==> src/rtl/arb2_mux_ctrl_if.sv <==
// Request/grant and data bus between the two sources, the arbiter and the
// downstream consumer of the selected word.
interface arb2_mux_ctrl_if #(
    parameter int DATA_W = 3
);
    logic              req0;
    logic              req1;
    logic [DATA_W-1:0] in0;
    logic [DATA_W-1:0] in1;
    logic              gnt0;
    logic              gnt1;
    logic              sel;
    logic [DATA_W-1:0] out;
    logic              out_valid;
    logic              busy;

    modport master (
        output req0, req1, in0, in1,
        input  gnt0, gnt1, sel, out, out_valid, busy
    );

    modport slave (
        input  req0, req1, in0, in1,
        output gnt0, gnt1, sel, out, out_valid, busy
    );
endinterface

==> src/rtl/arb2_mux_ctrl.sv <==
// Two-source round-robin arbiter driving the select of a 2:1 mux, with
// bounded burst length and a registered output word plus valid strobe.
module arb2_mux_ctrl #(
    parameter int HOLD_MAX = 4,
    parameter int DATA_W   = 3
) (
    input logic            clk,
    input logic            rst_n,
    arb2_mux_ctrl_if.slave bus
);
    typedef enum logic [1:0] {
        IDLE = 2'd0,
        GNT0 = 2'd1,
        GNT1 = 2'd2
    } state_t;

    localparam logic [3:0] HOLD_LAST = 4'(HOLD_MAX - 1);

    state_t            state;
    state_t            next_state;
    logic              last;
    logic [3:0]        hold_cnt;
    logic              gnt0_q;
    logic              gnt1_q;
    logic              sel_q;
    logic              busy_q;
    logic [DATA_W-1:0] out_q;
    logic              out_valid_q;
    logic              hold_done;

    // Forced rotation fires only while both sources are requesting.
    assign hold_done = (hold_cnt == HOLD_LAST);

    always_comb begin
        next_state = state;
        unique case (state)
            IDLE: begin
                if (bus.req0 && bus.req1)
                    next_state = last ? GNT0 : GNT1;
                else if (bus.req0)
                    next_state = GNT0;
                else if (bus.req1)
                    next_state = GNT1;
            end
            GNT0: begin
                if (!bus.req0)
                    next_state = bus.req1 ? GNT1 : IDLE;
                else if (bus.req1 && hold_done)
                    next_state = GNT1;
            end
            GNT1: begin
                if (!bus.req1)
                    next_state = bus.req0 ? GNT0 : IDLE;
                else if (bus.req0 && hold_done)
                    next_state = GNT0;
            end
            default: next_state = IDLE;
        endcase
    end

    always_ff @(posedge clk or negedge rst_n) begin
        if (!rst_n) begin
            state       <= IDLE;
            last        <= 1'b1;
            hold_cnt    <= 4'd0;
            gnt0_q      <= 1'b0;
            gnt1_q      <= 1'b0;
            sel_q       <= 1'b0;
            busy_q      <= 1'b0;
            out_q       <= '0;
            out_valid_q <= 1'b0;
        end else begin
            state  <= next_state;
            gnt0_q <= (next_state == GNT0);
            gnt1_q <= (next_state == GNT1);
            sel_q  <= (next_state == GNT1);
            busy_q <= (next_state != IDLE);

            // Counter restarts on every grant entry and wraps naturally at 15.
            if (next_state != state)
                hold_cnt <= 4'd0;
            else if (state != IDLE)
                hold_cnt <= hold_cnt + 4'd1;

            if (next_state != state) begin
                if (next_state == GNT0)
                    last <= 1'b0;
                else if (next_state == GNT1)
                    last <= 1'b1;
            end

            unique case (state)
                GNT0: begin
                    out_q       <= bus.in0;
                    out_valid_q <= 1'b1;
                end
                GNT1: begin
                    out_q       <= bus.in1;
                    out_valid_q <= 1'b1;
                end
                default: out_valid_q <= 1'b0;
            endcase
        end
    end

    assign bus.gnt0      = gnt0_q;
    assign bus.gnt1      = gnt1_q;
    assign bus.sel       = sel_q;
    assign bus.busy      = busy_q;
    assign bus.out       = out_q;
    assign bus.out_valid = out_valid_q;
endmodule

==> src/flat_wrapper.sv <==
// flat-port wrapper written by rule: the top's interface ports become plain ports
module arb2_mux_ctrl_flat 
#(
    parameter int HOLD_MAX = 4,
    parameter int DATA_W   = 3
)
  (clk, rst_n, bus_req0, bus_req1, bus_in0, bus_in1, bus_gnt0, bus_gnt1, bus_sel, bus_out, bus_out_valid, bus_busy);
  arb2_mux_ctrl_if #(.DATA_W(DATA_W)) bus_i ();
  input logic clk;
  input logic rst_n;
  input wire logic [$bits(bus_i.req0)-1:0] bus_req0;
  input wire logic [$bits(bus_i.req1)-1:0] bus_req1;
  input wire logic [$bits(bus_i.in0)-1:0] bus_in0;
  input wire logic [$bits(bus_i.in1)-1:0] bus_in1;
  output wire logic [$bits(bus_i.gnt0)-1:0] bus_gnt0;
  output wire logic [$bits(bus_i.gnt1)-1:0] bus_gnt1;
  output wire logic [$bits(bus_i.sel)-1:0] bus_sel;
  output wire logic [$bits(bus_i.out)-1:0] bus_out;
  output wire logic [$bits(bus_i.out_valid)-1:0] bus_out_valid;
  output wire logic [$bits(bus_i.busy)-1:0] bus_busy;
  assign bus_i.req0 = bus_req0;
  assign bus_i.req1 = bus_req1;
  assign bus_i.in0 = bus_in0;
  assign bus_i.in1 = bus_in1;
  assign bus_gnt0 = bus_i.gnt0;
  assign bus_gnt1 = bus_i.gnt1;
  assign bus_sel = bus_i.sel;
  assign bus_out = bus_i.out;
  assign bus_out_valid = bus_i.out_valid;
  assign bus_busy = bus_i.busy;
  arb2_mux_ctrl #(.HOLD_MAX(HOLD_MAX), .DATA_W(DATA_W)) u_core (.clk(clk), .rst_n(rst_n), .bus(bus_i));
endmodule
==> config.mk <==
export PLATFORM = sky130hd
export DESIGN_NAME = arb2_mux_ctrl_flat
export DESIGN_NICKNAME = d
export VERILOG_FILES = /design/src/rtl/arb2_mux_ctrl_if.sv /design/src/rtl/arb2_mux_ctrl.sv /design/src/flat_wrapper.sv
export SDC_FILE = /design/constraint.sdc
export NUM_CORES = 1
export LEC_CHECK = 0
export CORE_AREA = 2 2 48 50
export CTS_BUF_LIST = sky130_fd_sc_hd__clkbuf_8
export CTS_CLUSTER_DIAMETER = 100
export DETAILED_ROUTE_END_ITERATION = 6
export DIE_AREA = 0 0 50 52
export DONT_BUFFER_PORTS = 1
export PLACE_DENSITY_LB_ADDON = 0.3
export RECOVER_POWER = 100
export SETUP_SLACK_MARGIN = 0.15
export SYNTH_ARGS = -nofsm -noshare
export SYNTH_HDL_FRONTEND = slang
export SYNTH_SLANG_ARGS = --single-unit
==> constraint.sdc <==
create_clock -name clk -period 3.5 [get_ports clk]
set_clock_uncertainty 0.15 [all_clocks]
set_input_delay 0 -clock clk [delete_from_list [all_inputs] [get_ports clk]]
set_output_delay 0 -clock clk [all_outputs]
set_load 0.005 [all_outputs]
== Word level (Yosys, flattened, before mapping) ==
Index checks and enable logic that the tools add are counted.

* Mux-type cells: 17
* Equality and inequality tests: 6
* Reductions and logical operators: 11
* Add/subtract/negate cells: 1

{| class="wikitable"
|+ Operators with widths
! operator !! number
|-
| $mux 2 || 9
|-
| $reduce_bool 2->1 || 5
|-
| $mux 4 || 2
|-
| $pmux 2 s3 || 1
|-
| $pmux 3 s2 || 1
|-
| $add 4x1->4 const B || 1
|-
| $eq 2x1->1 const B || 2
|-
| $eq 2x2->1 const B || 2
|-
| $eq 4x2->1 const B || 1
|-
| $mux 1 || 4
|-
| $logic_and 1x1->1 || 3
|-
| $logic_not 2->1 || 1
|-
| $ne 2x2->1 || 1
|-
| $reduce_and 2->1 || 1
|-
| $reduce_or 2->1 || 1
|}

* Output and inout port bits: 8
* Bits of input ports: 10
* Bits in registers: 14
* Logic and storage cells: 43

== Depth between registers and ports, before layout ==
Gate-level depths: netlist of run 1.

* Word-level depth: 8
* Depth in mapped cells: 11
* Gate-level depth less buffers: 11

== Least setup slack after synthesis of run 1 ==
Ideal clock, no wire load.

* Kind: register to register
* From: register u_core.state[0]
* To: register u_core.last
* Stages on the path, launching flop included: 11
* Data arrival time: 2.034 ns
* Path buffers: 1
* Clock period less this slack: 2.259 ns
* Path slack: 1.241 ns
* Library setup time: 0.075 ns
* Data required time: 3.275 ns
* Cells stage by stage: dfrtp_1 inv_1 ha_1 buf_2 inv_1 o32a_1 a21oi_1 inv_1 ha_1 o21ai_2 mux2i_1

* Cells in the longest elaborated chain, start to end: 7
* Elaborated cells on any way between the ends: 17
* Those cells by class: eq/ne: 5; mux: 9; reduce/logical: 3

{| class="wikitable"
|+ Ends and longest elaborated chain
! item !! line !! source
|-
| start: declaration || arb2_mux_ctrl.sv:19 || <nowiki>state_t state;</nowiki>
|-
| start signal: assignment || arb2_mux_ctrl.sv:73 || <nowiki>state <= next_state;</nowiki>
|-
| $mux 2 || arb2_mux_ctrl.sv:42 || <nowiki>else if (bus.req1)</nowiki>
|-
| $mux 2 || arb2_mux_ctrl.sv:40 || <nowiki>else if (bus.req0)</nowiki>
|-
| $mux 2 || arb2_mux_ctrl.sv:38 || <nowiki>if (bus.req0 && bus.req1)</nowiki>
|-
| $pmux 2 s3 (*) || arb2_mux_ctrl.sv:36 || <nowiki>unique case (state)</nowiki>
|-
| via u_core.next_state[0] || arb2_mux_ctrl.sv:20 || <nowiki>state_t next_state;</nowiki>
|-
| $eq 2x2->1 / $eq 2x1->1 (equally long branches) || arb2_mux_ctrl.sv:88, arb2_mux_ctrl.sv:86 ||
|-
| $reduce_bool 2->1 (no line) || -- ||
|-
| $reduce_and 2->1 (no line) || -- ||
|-
| end signal: assignment || arb2_mux_ctrl.sv:64 || <nowiki>last <= 1'b1;</nowiki>
|-
| end signal: assignment || arb2_mux_ctrl.sv:87 || <nowiki>last <= 1'b0;</nowiki>
|-
| end signal: assignment || arb2_mux_ctrl.sv:89 || <nowiki>last <= 1'b1;</nowiki>
|-
| end: declaration || arb2_mux_ctrl.sv:21 || <nowiki>logic last;</nowiki>
|}

Mark *: on every way through the listed nets, which the timed path passes. The rest lies on a longest branch.
A chain may end at the register's enable or synchronous reset.

== Worst setup path after layout of run 1 ==
* From: register u_core.state[0]
* To: register u_core.last

* Elaborated cells on any way between the ends: 17
* Those cells by class: eq/ne: 5; mux: 9; reduce/logical: 3

{| class="wikitable"
|+ RTL lines
! item !! line
|-
| $eq 2x2->1, or another cell as far along || arb2_mux_ctrl.sv:36
|-
| $pmux 2 s3 (*) || arb2_mux_ctrl.sv:36
|-
| via u_core.next_state[1] || arb2_mux_ctrl.sv:20
|-
| $eq 2x2->1 / $eq 2x1->1 (equally long branches) || arb2_mux_ctrl.sv:88, arb2_mux_ctrl.sv:86
|-
| $reduce_bool 2->1 (no line) || --
|-
| $reduce_and 2->1 (no line) || --
|}

Marked as above.

==> results of run 1 <==
[flip-flops by register name, indices dropped and copies added (netlist names)]
register and flops:
u_core.bus.out 3, u_core.bus.busy 1, u_core.bus.gnt1 1, u_core.state 2
u_core.last 1, u_core.bus.out_valid 1, u_core.bus.gnt0 1, u_core.hold_cnt 4
[cells in the mapped netlist (all sizes together), types with 2 or more instances]
| cell | instances |
|---|---|
| a21oi | 6 |
| nand3 | 2 |
| o21ai | 6 |
| ha | 8 |
| dfrtp | 13 |
| o211ai | 3 |
| nand2 | 7 |
| inv | 9 |
| buf | 5 |
| a211o | 2 |
| xor2 | 2 |
| mux2i | 5 |
| nor2b | 2 |
| nor2 | 8 |
[metal layers]
| metal | track usage (%) | vias up | wire [um] |
|---|---|---|---|
| met1 | 21.34 | 336 | 808 |
| li1 | - | 334 | - |
| met4 | 12.96 | 0 | 63 |
| met3 | 3.736 | 7 | 106 |
| met2 | 27.63 | 35 | 859 |
| met5 | 0 | - | 0 |
[through the flow]
step	hold slack, ns	setup WS, ns	cell area [sq um]
6_report	0.04168	0.4041	1049
5_1_grt	0.07715	0.1414	1049
4_1_cts	0.03580	0.4125	1049
3_5_place_dp	-0.4452	0.9566	883.3
3_3_place_gp	-0.4453	1.017	883.3
2_1_floorplan	-0.4456	1.241	875.8
[final timing paths]
check / depth (start not counted) / to / slack (ns)
max in group asynchronous: 1 / u_core.hold_cnt[2] / 2.72
min in group asynchronous: 1 / u_core.bus.gnt0 / 0.07
hold reg to reg: 2 / u_core.last / 0.32
setup reg to reg: 11 / u_core.last / 0.40
setup / recovery: 11 / u_core.last / 0.40
hold / removal: 3 / u_core.bus.gnt1 / 0.04
[cells in the final DEF (no fill, tap or decap), drive strengths merged, types with 3 or more instances in the layout]
cell / synthesis / routed
mux2i: 5 / 5
nor2: 8 / 8
dfrtp: 13 / 13
clkbuf: 0 / 4
a21oi: 6 / 6
inv: 9 / 9
o21ai: 6 / 6
nand2: 7 / 7
ha: 8 / 8
o211ai: 3 / 3
dlygate4sd3: 0 / 11
[repair_timing]
item                                    4_1_cts  5_1_grt
endpoints found under the setup margin        0        1
gates resized for setup                       0        1
hold endpoints to repair                     19        0
hold buffers                                 11        0
buffers inserted                              0        0
[final cells by class]
type / count / area (sq um)
inverters: 9 / 33.78
fillers: 193 / 1057
multi-input cells: 65 / 462.9
flip-flops and latches: 14 / 351.6
well taps: 28 / 35.03
clock buffers: 4 / 55.05
repair buffers: 11 / 110.1
[cells by family after synthesis]
kind of cell	Yosys count
mux	5
buf+inv	14
fa+ha+maj	8
xor+xnor	3
simple gates	26
flops	14
compound gates	23
[worst min-delay path, delay by kind of cell]
kind	cells	cell delay (ns)
fa+ha+maj	1	0.20
compound gates	1	0.14
simple gates	1	0.05
[power breakdown]
part	switching, W	internal, W
Sequential	0.0000514	0.000230
Combinational	0.000231	0.000185
Clock	0.0000573	0.0000998
Total	0.000340	0.000514
==> implementation parameters, run 1 <==
Parameter                              Value

Setup path
  Critical Path End Type    flop
  Cell breakdown of the critical path    inv_1 > ha_1 > nand2_1 > o211ai_1 > nand3_1 > dlygate4sd3_1 > a31oi_1 > inv_1 > ha_1 > o21ai_2 > mux2i_1
  Cell with the biggest individual delay on the critical path    sky130_fd_sc_hd__dlygate4sd3_1
  Required time worst endpoint    3.53 ns
  Crit path DAT    3.12 ns
  Maximum cell stage delay along the critical path    0.57 ns
  Count of buffering cells on the critical path with inverters included    3
  Cell family contributing the most delay on the critical path    buffers and inverters
  Launch point of the worst path    u_core.state[0]
  Startpoint of the worst register-to-register path    u_core.state[0]
  Startpoint Class    flop
  Critical Path Fanout Max    7
  CP Class    reg -> reg

Die
  Number of cell rows    17
  Effective utilization at floorplan    41.59%
  Die Height    52 um
  Horizontal extent of the die    50 um
  Die area    0.002600 sq mm
  Area of the core    0.002106 sq mm
  Top-level port count    18

Global route
  Total routing usage reported by global routing    17.65%
  Global-route wire length before repair    3.346 mm
  Via count of the first global-routing pass    767
  Gr ovfl total    0
  Antenna violations before repair    0
  Maximum number of pins on one net before global-route repair    15

Min path
  Class of the worst hold path    in -> reg
  Worst min-delay path startpoint    bus_req0

Power and ir drop
  Final Total Pwr    0.0008538 W
  Power Dens Cells    814.3 mW/mm^2
  Maximum resistive drop on vdd    527.0 uV
  Leakage power    0.4791 nW

Drt
  Remaining antenna violation count    0
  Number of vias in the routed layout    712
  Iteration-0 DRC count of the detailed router    20
  Residual DRC    0
  Average wire per standard cell    14.04 um
  Total wire length after detailed routing    1.839 mm
  Count of TritonRoute iterations in the first routing pass    4
  Post-DR vias/cell    5.435

Timing
  Total setup violations reported at the end of the flow    0
  Min cycle time layout    3.096 ns
  Worst-case headroom to the max-slew limit    56.82%
  Total Negative Setup Slacks    0 ns
  Final Max Slew Viols    0
  Unrepaired setup endpoints after global routing    no
  Top achievable clock speed    323.0 MHz
  Hold violation count in the final report    0
  Worst slew pin tran    0.6455 ns
  Final worst-path cycle share    88.45%

Clock network
  Clk buf depth    2
  CTS Root Cell    sky130_fd_sc_hd__clkbuf_8
  Clock transition time at the flip-flop clock pins of the worst setup and hold paths    0.06 ns
  Clock buffers created by TritonCTS    3
  TritonCTS Sinks    14
  CTS H-tree depth    1
  TritonCTS clock tree    built
  Clock latency on the worst-skew pair    0.25 ns

Synthesis
  Largest family of logic cells by synthesized area    compound AO/OA/AOI/OAI gates
  Instance count of the mapped netlist    93
  Proportion of netlist area held by the largest area contributor    37.14%
  Biggest area contributors in the synthesized netlist    sky130_fd_sc_hd__dfrtp_1, sky130_fd_sc_hd__ha_1, sky130_fd_sc_hd__mux2i_1
  Most common flop cell mapped by yosys    sky130_fd_sc_hd__dfrtp_1
  Sequential share of the synthesized area    40.14%
  Complex-gate fraction of the synthesized area    18.00%
  Cell area after synthesis    875.8 sq um
  Avg Cell Area, Syn    9.418 sq um
  Multiplexer area fraction after synthesis    5.714%
  Share of flip-flops with an asynchronous set or reset after synthesis    100.0%
  Yosys cell types    31
  Adder-cell area share of the yosys netlist    11.43%
  Count of synthesis-stage warnings from yosys    0
  Post-Synth Simple-Gate Area    14.71%
  Post-synth EDFFs    0
  Flip-flop and latch count after synthesis    14
  Syn Nets    111
  Largest area contributor in the synthesized netlist    sky130_fd_sc_hd__dfrtp_1
  Area share of xor/xnor cells in the synthesized design    3.000%

Place
  IO Port Bufs    0
  Detailed-placement wirelength estimate    1.202 mm
  Gpl congestion    0.8456
  Placed cell count    116

Final layout
  Final std cells w/o fill    131
  Layout cells sized above 1    8.738%
  Area growth syn-to-layout    19.71%
  Total Nets Final    122
  Utilization of the core after routing    49.79%
  ANT cells    0

Job
  Number of max-capacitance violations reported    0

Status
  Status    finished, final reports clean
(Power assumes the default switching activity.)
==> run 2: changes to the inputs <==
Settings changed: CORE_AREA 2 2 48 50 to 2 2 45 47, DIE_AREA 0 0 50 52 to 0 0 47 49.
==> implementation parameters, run 2 (synthesis results as in run 1) <==
Parameter                              Value

Min path
  Class of the worst hold path    in -> reg

Setup path
  Critical Path Fanout Max    7 (unchanged)
  Crit path DAT    3.18 ns (+0.06 ns)
  Cell breakdown of the critical path    inv_1 > ha_1 > nand2_1 > o211ai_1 > nand3_1 > dlygate4sd3_1 > a31oi_1 > inv_1 > ha_1 > o21ai_0 > mux2i_1
  Count of buffering cells on the critical path with inverters included    3 (unchanged)
  Cell family contributing the most delay on the critical path    buffers and inverters
  Cell with the biggest individual delay on the critical path    sky130_fd_sc_hd__dlygate4sd3_1
  Critical Path End Type    flop
  Required time worst endpoint    3.53 ns (about the same)
  Maximum cell stage delay along the critical path    0.56 ns (about the same)
  Startpoint Class    flop
  CP Class    reg -> reg

Power and ir drop
  Leakage power    0.4783 nW (-0.16%)
  Maximum resistive drop on vdd    501.1 uV (-4.9%)
  Power Dens Cells    804.1 mW/mm^2 (-1.3%)

Final layout
  Layout cells sized above 1    7.767% (-0.97 points)
  Max reg flops    4 (unchanged)
  Most frequent cells in the layout    sky130_fd_sc_hd__dfrtp_1, sky130_fd_sc_hd__dlygate4sd3_1, sky130_fd_sc_hd__inv_1
  ANT cells    0 (unchanged)
  Total Nets Final    122 (unchanged)
  Area growth syn-to-layout    19.14%
  Multi-input combinational cell area    459.2 sq um (-0.81%)
  Final std cells w/o fill    130 (-0.76%)
  Combined flip-flop and latch cell area    351.6 sq um (unchanged)
  Largest Register    u_core.hold_cnt
  Commonest non-fill, non-tap cell in the layout    sky130_fd_sc_hd__dfrtp_1
  Filler Cells Inserted    175 (-9.3%)

Place
  IO Port Bufs    0 (unchanged)
  Worst slack at placement    0.8815 ns (-0.07510 ns)
  Gpl congestion    0.8351 (-1.2%)
  Detailed-placement wirelength estimate    1.194 mm (-0.68%)
  Placed cell count    115 (-0.86%)

Global route
  Antenna violations before repair    0 (unchanged)
  Total routing usage reported by global routing    18.25% (+0.60 points)
  Gr ovfl total    0 (unchanged)
  Via count of the first global-routing pass    673 (-12%)
  Global-route wire length before repair    3.036 mm (-9.3%)
  Maximum number of pins on one net before global-route repair    15 (unchanged)

Die
  Die area    0.002303 sq mm (-11%)
  Number of cell rows    16 (-1)
  Effective utilization at floorplan    47.55% (+6.0 points)
  Horizontal extent of the die    47 um (-6.0%)
  Die Height    49 um (-5.8%)
  Area of the core    0.001842 sq mm (-13%)
  Top-level port count    18 (unchanged)

Drt
  Total wire length after detailed routing    1.789 mm (-2.7%)
  Average wire per standard cell    13.76 um (-2.0%)
  Iteration-0 DRC count of the detailed router    7 (-65%)
  Number of vias in the routed layout    680 (-4.5%)
  Residual DRC    0 (unchanged)
  Remaining antenna violation count    0 (unchanged)
  Post-DR vias/cell    5.231 (-3.8%)
  Count of TritonRoute iterations in the first routing pass    4 (unchanged)

Clock network
  Count of buffers added by post-CTS timing repair for setup    0 (unchanged)
  Clock latency on the worst-skew pair    0.25 ns (about the same)
  Clk buf depth    2 (unchanged)
  CTS H-tree depth    1 (unchanged)
  TritonCTS clock tree    built
  TritonCTS Sinks    14 (unchanged)
  Clock buffers created by TritonCTS    3 (unchanged)
  Clock transition time at the flip-flop clock pins of the worst setup and hold paths    0.06 ns (about the same)
  CTS Root Cell    sky130_fd_sc_hd__clkbuf_8

Timing
  Worst slew pin tran    0.6335 ns (-0.01208 ns)
  Top achievable clock speed    317.0 MHz (-1.9%)
  Final Worst Setup Slack    0.3451 ns (-0.05904 ns)
  Total Negative Setup Slacks    0 ns (unchanged)
  Smallest hold slack    0.01048 ns (-0.03120 ns)
  Min cycle time layout    3.155 ns (+0.05904 ns)
  Final Max Slew Viols    0 (unchanged)
  Final worst-path cycle share    90.14% (+1.7 points)
  Hold violation count in the final report    0 (unchanged)
  Total setup violations reported at the end of the flow    0 (unchanged)
  Unrepaired setup endpoints after global routing    no
  Worst-case headroom to the max-slew limit    57.63% (+0.81 points)

Job
  Number of max-capacitance violations reported    0 (unchanged)

Status
  Status    finished, final reports clean
-- run 2: repair_timing --
action                                 CTS  global route
resized for setup                        0             0
hold buffers                            11             0
endpoints found under the hold margin   19             0
-- run 2: worst register-to-register path: cells and delay by family, from the launching register on --
kind | cells | cell delay, ns
multiplexers | 1 | 0.21
flip-flops | 1 | 0.44
AND/OR/NAND/NOR | 2 | 0.22
AO/OA/AOI/OAI | 3 | 0.52
buffers and inverters | 3 | 0.86
adder cells (fa/ha/maj) | 2 | 0.68
-- run 2: report_power, final --
part / internal [W] / switching (W)
Sequential: 0.000230 / 0.0000506
Combinational: 0.000177 / 0.000223
Clock: 0.0000996 / 0.0000589
-- run 2: metrics by stage --
step | util (%) | power, W | cell area [sq um]
floorplan | - | 0.0005890 | 875.8
global placement | 47.89 | 0.0006467 | 882.1
detailed placement | 47.89 | 0.0006613 | 882.1
CTS | 56.86 | 0.0008551 | 1047
global route | 56.66 | 0.0009082 | 1044
finish | 56.66 | 0.0008390 | 1044
-- run 2: worst paths after layout --
path	start	end	slack (ns)	depth (start not counted)
max	u_core.state[0]	u_core.last	0.35	11
min	bus_req0	u_core.bus.gnt1	0.01	3
max reg2reg	u_core.state[0]	u_core.last	0.35	11
min reg2reg	u_core.last	u_core.last	0.32	2
max in group asynchronous	rst_n	u_core.hold_cnt[2]	2.73	1
min in group asynchronous	rst_n	u_core.state[0]	0.06	1
-- run 2: layout make-up --
type | instances | share of cell area (%)
clock buffer | 4 | 5.276
inverter | 9 | 3.237
multi-input combinational | 65 | 44.00
sequential | 14 | 33.69
tap | 27 | 3.237
timing repair buffer | 11 | 10.55
-- run 2: metal layers --
metal / part of all wire [%] / vias up / track usage, %
met3: 3.9 / 4 / 3.704
li1: - / 337 / -
met5: 0 / - / 0
met1: 48 / 320 / 26.54
met4: 1.5 / 0 / 7.870
met2: 47 / 19 / 25.80
==> run 3: changes to the inputs <==
Settings changed: CORE_AREA 2 2 45 47 to 2 2 50 52, DIE_AREA 0 0 47 49 to 0 0 52 54, REMOVE_ABC_BUFFERS set to 1.
Clock period 3.5 ns to 3.2 ns, I/O delays scaled along.
==> implementation parameters, run 3 (synthesis results as in run 1) <==
Parameter                              Value

Clock network
  TritonCTS Sinks    14 (unchanged)
  CTS H-tree depth    1 (unchanged)
  CTS Root Cell    sky130_fd_sc_hd__clkbuf_8
  Clock latency on the worst-skew pair    0.24 ns (about the same)
  Clock buffers created by TritonCTS    3 (unchanged)
  Clock transition time at the flip-flop clock pins of the worst setup and hold paths    0.06 ns (about the same)
  CTS hold repair buffers    9 (-2)
  Gates resized, CTS repair    0 (unchanged)
  TritonCTS clock tree    built
  Count of buffers added by post-CTS timing repair for setup    0 (unchanged)
  Clk buf depth    2 (unchanged)

Setup path
  Slack of the worst reg-to-reg path    0.52 ns (+0.18 ns)
  Startpoint of the worst register-to-register path    u_core.state[0]
  Startpoint Class    flop
  Worst reg-to-reg path cell count    10 (-1)
  Crit path DAT    2.70 ns (-0.48 ns)
  Cell breakdown of the critical path    inv_1 > ha_1 > o22ai_1 > o21ai_0 > o21ai_0 > a21oi_1 > inv_1 > ha_1 > o21ai_0 > mux2i_1
  Critical Path End Type    flop
  CP Class    reg -> reg
  Capture instance of the worst register-to-register path    u_core.last
  Maximum cell stage delay along the critical path    0.44 ns (-0.12 ns)
  Most numerous cell on the critical path    sky130_fd_sc_hd__o21ai_0
  Required time worst endpoint    3.22 ns (-0.31 ns)
  Cell with the biggest individual delay on the critical path    sky130_fd_sc_hd__dfrtp_1
  Critical Path Fanout Max    7 (unchanged)

Min path
  Worst min-delay path startpoint    bus_req0
  Class of the worst hold path    in -> reg
  Destination of the worst hold path    u_core.state[0]
  Worst Hold Depth    3 (unchanged)

Drt
  Number of vias in the routed layout    665 (-2.2%)
  Post-DR vias/cell    5.076 (-3.0%)
  Met2 routed WL    816 um (-2.4%)
  Total wire length after detailed routing    1.790 mm (about the same)
  Met3 routed WL    54 um (-23%)
  Count of TritonRoute iterations in the first routing pass    4 (unchanged)
  Total routed wire length on the met1 layer    907 um (+6.2%)
  Remaining antenna violation count    0 (unchanged)
  Iteration-0 DRC count of the detailed router    8 (+1)
  Residual DRC    0 (unchanged)
  Highest layer used for signal routing    met4
  Average wire per standard cell    13.66 um (-0.71%)

Die
  Number of cell rows    18 (+2)
  Effective utilization at floorplan    37.76% (-9.8 points)
  Top-level port count    18 (unchanged)
  Area of the core    0.002320 sq mm (+26%)
  Horizontal extent of the die    52 um (+11%)
  Die Height    54 um (+10%)
  Die area    0.002808 sq mm (+22%)

Power and ir drop
  Maximum resistive drop on vdd    484.2 uV (-3.4%)
  Power Dens Cells    884.5 mW/mm^2 (+10%)
  Leakage power    0.4723 nW (-1.2%)

Timing
  Final Worst Setup Slack    0.5233 ns (+0.1782 ns)
  Hold violation count in the final report    0 (unchanged)
  Final worst-path cycle share    83.65% (-6.5 points)
  Top achievable clock speed    373.6 MHz (+18%)
  Smallest hold slack    0.01360 ns (+0.003127 ns)
  Total Negative Setup Slacks    0 ns (unchanged)
  Worst slew pin tran    0.6163 ns (-0.01716 ns)
  Min cycle time layout    2.677 ns (-0.4782 ns)
  Unrepaired setup endpoints after global routing    no
  Total setup violations reported at the end of the flow    0 (unchanged)
  Final Max Slew Viols    0 (unchanged)
  Worst-case headroom to the max-slew limit    58.78% (+1.1 points)

Status
  Status    finished, final reports clean

Final layout
  Max reg flops    4 (unchanged)
  Most frequent cells in the layout    sky130_fd_sc_hd__dfrtp_1, sky130_fd_sc_hd__inv_1, sky130_fd_sc_hd__dlygate4sd3_1
  Area growth syn-to-layout    17.29%
  Total Nets Final    120 (-1.6%)
  Largest Register    u_core.hold_cnt
  Layout cells sized above 1    7.921% (+0.15 points)
  Commonest non-fill, non-tap cell in the layout    sky130_fd_sc_hd__dfrtp_1
  ANT cells    0 (unchanged)

Global route
  Antenna violations before repair    0 (unchanged)
  Global-route wire length before repair    2.946 mm (-3.0%)
  Via count of the first global-routing pass    668 (-0.74%)
  Gr ovfl total    0 (unchanged)
  Maximum number of pins on one net before global-route repair    15 (unchanged)
  Total routing usage reported by global routing    14.84% (-3.4 points)

Place
  Gpl congestion    0.8566 (+2.6%)
  Detailed-placement wirelength estimate    1.249 mm (+4.7%)
  IO Port Bufs    0 (unchanged)
  Worst slack at placement    0.5986 ns (-0.2828 ns)

Job
  Number of max-capacitance violations reported    0 (unchanged)
run 3: how the worst max path moves through the flow:
stage	start	endpoint	slack (ns)
after floorplan	u_core.state[0]	u_core.last	0.93
after global placement	u_core.state[0]	u_core.last	0.64
after detailed placement	u_core.state[0]	u_core.last	0.60
after CTS	u_core.state[0]	u_core.last	0.58
after global routing	u_core.state[0]	u_core.last	0.33
final	u_core.state[0]	u_core.last	0.52
run 3: power by group:
| part | total, W | leakage [nW] | switching (W) | internal (W) |
|---|---|---|---|---|
| combinational | 0.000430 | 0.270 | 0.000241 | 0.000189 |
| sequential | 0.000308 | 0.173 | 0.0000566 | 0.000251 |
| clock | 0.000170 | 0.0288 | 0.0000613 | 0.000109 |
| total | 0.000909 | 0.472 | 0.000359 | 0.000550 |
run 3: metal layers:
| metal | global-route usage, % | up-vias |
|---|---|---|
| li1 | - | 332 |
| met2 | 25.11 | 15 |
| met5 | 0 | - |
| met4 | 5.263 | 0 |
| met3 | 3.611 | 2 |
| met1 | 18.43 | 316 |
run 3: metrics by stage:
step           area (sq um)  cells  total power [W]  utilization [%]
2_1_floorplan         848.3     88        0.0006328                -
3_3_place_gp          885.9    118        0.0007121            38.19
3_5_place_dp          885.9    118        0.0007212            38.19
4_1_cts                1031    131        0.0009269            44.44
5_1_grt                1027    131        0.0009842            44.28
6_report               1027    131        0.0009086            44.28
run 3: layout make-up:
cell class	instances	area, sq um
fill	229	1292
multi-input combinational	65	459.2
sequential	14	351.6
timing repair buffer	9	90.09
clock buffer	4	55.05
tap	30	37.54
inverter	9	33.78
run 3: critical path, delay by kind of cell (launching register included):
kind | cells | cell delay, ns
AOI/OAI and AO/OA | 5 | 0.80
adders and majority gates | 2 | 0.71
DFF | 1 | 0.44
buffers and inverters | 2 | 0.29
muxes | 1 | 0.22
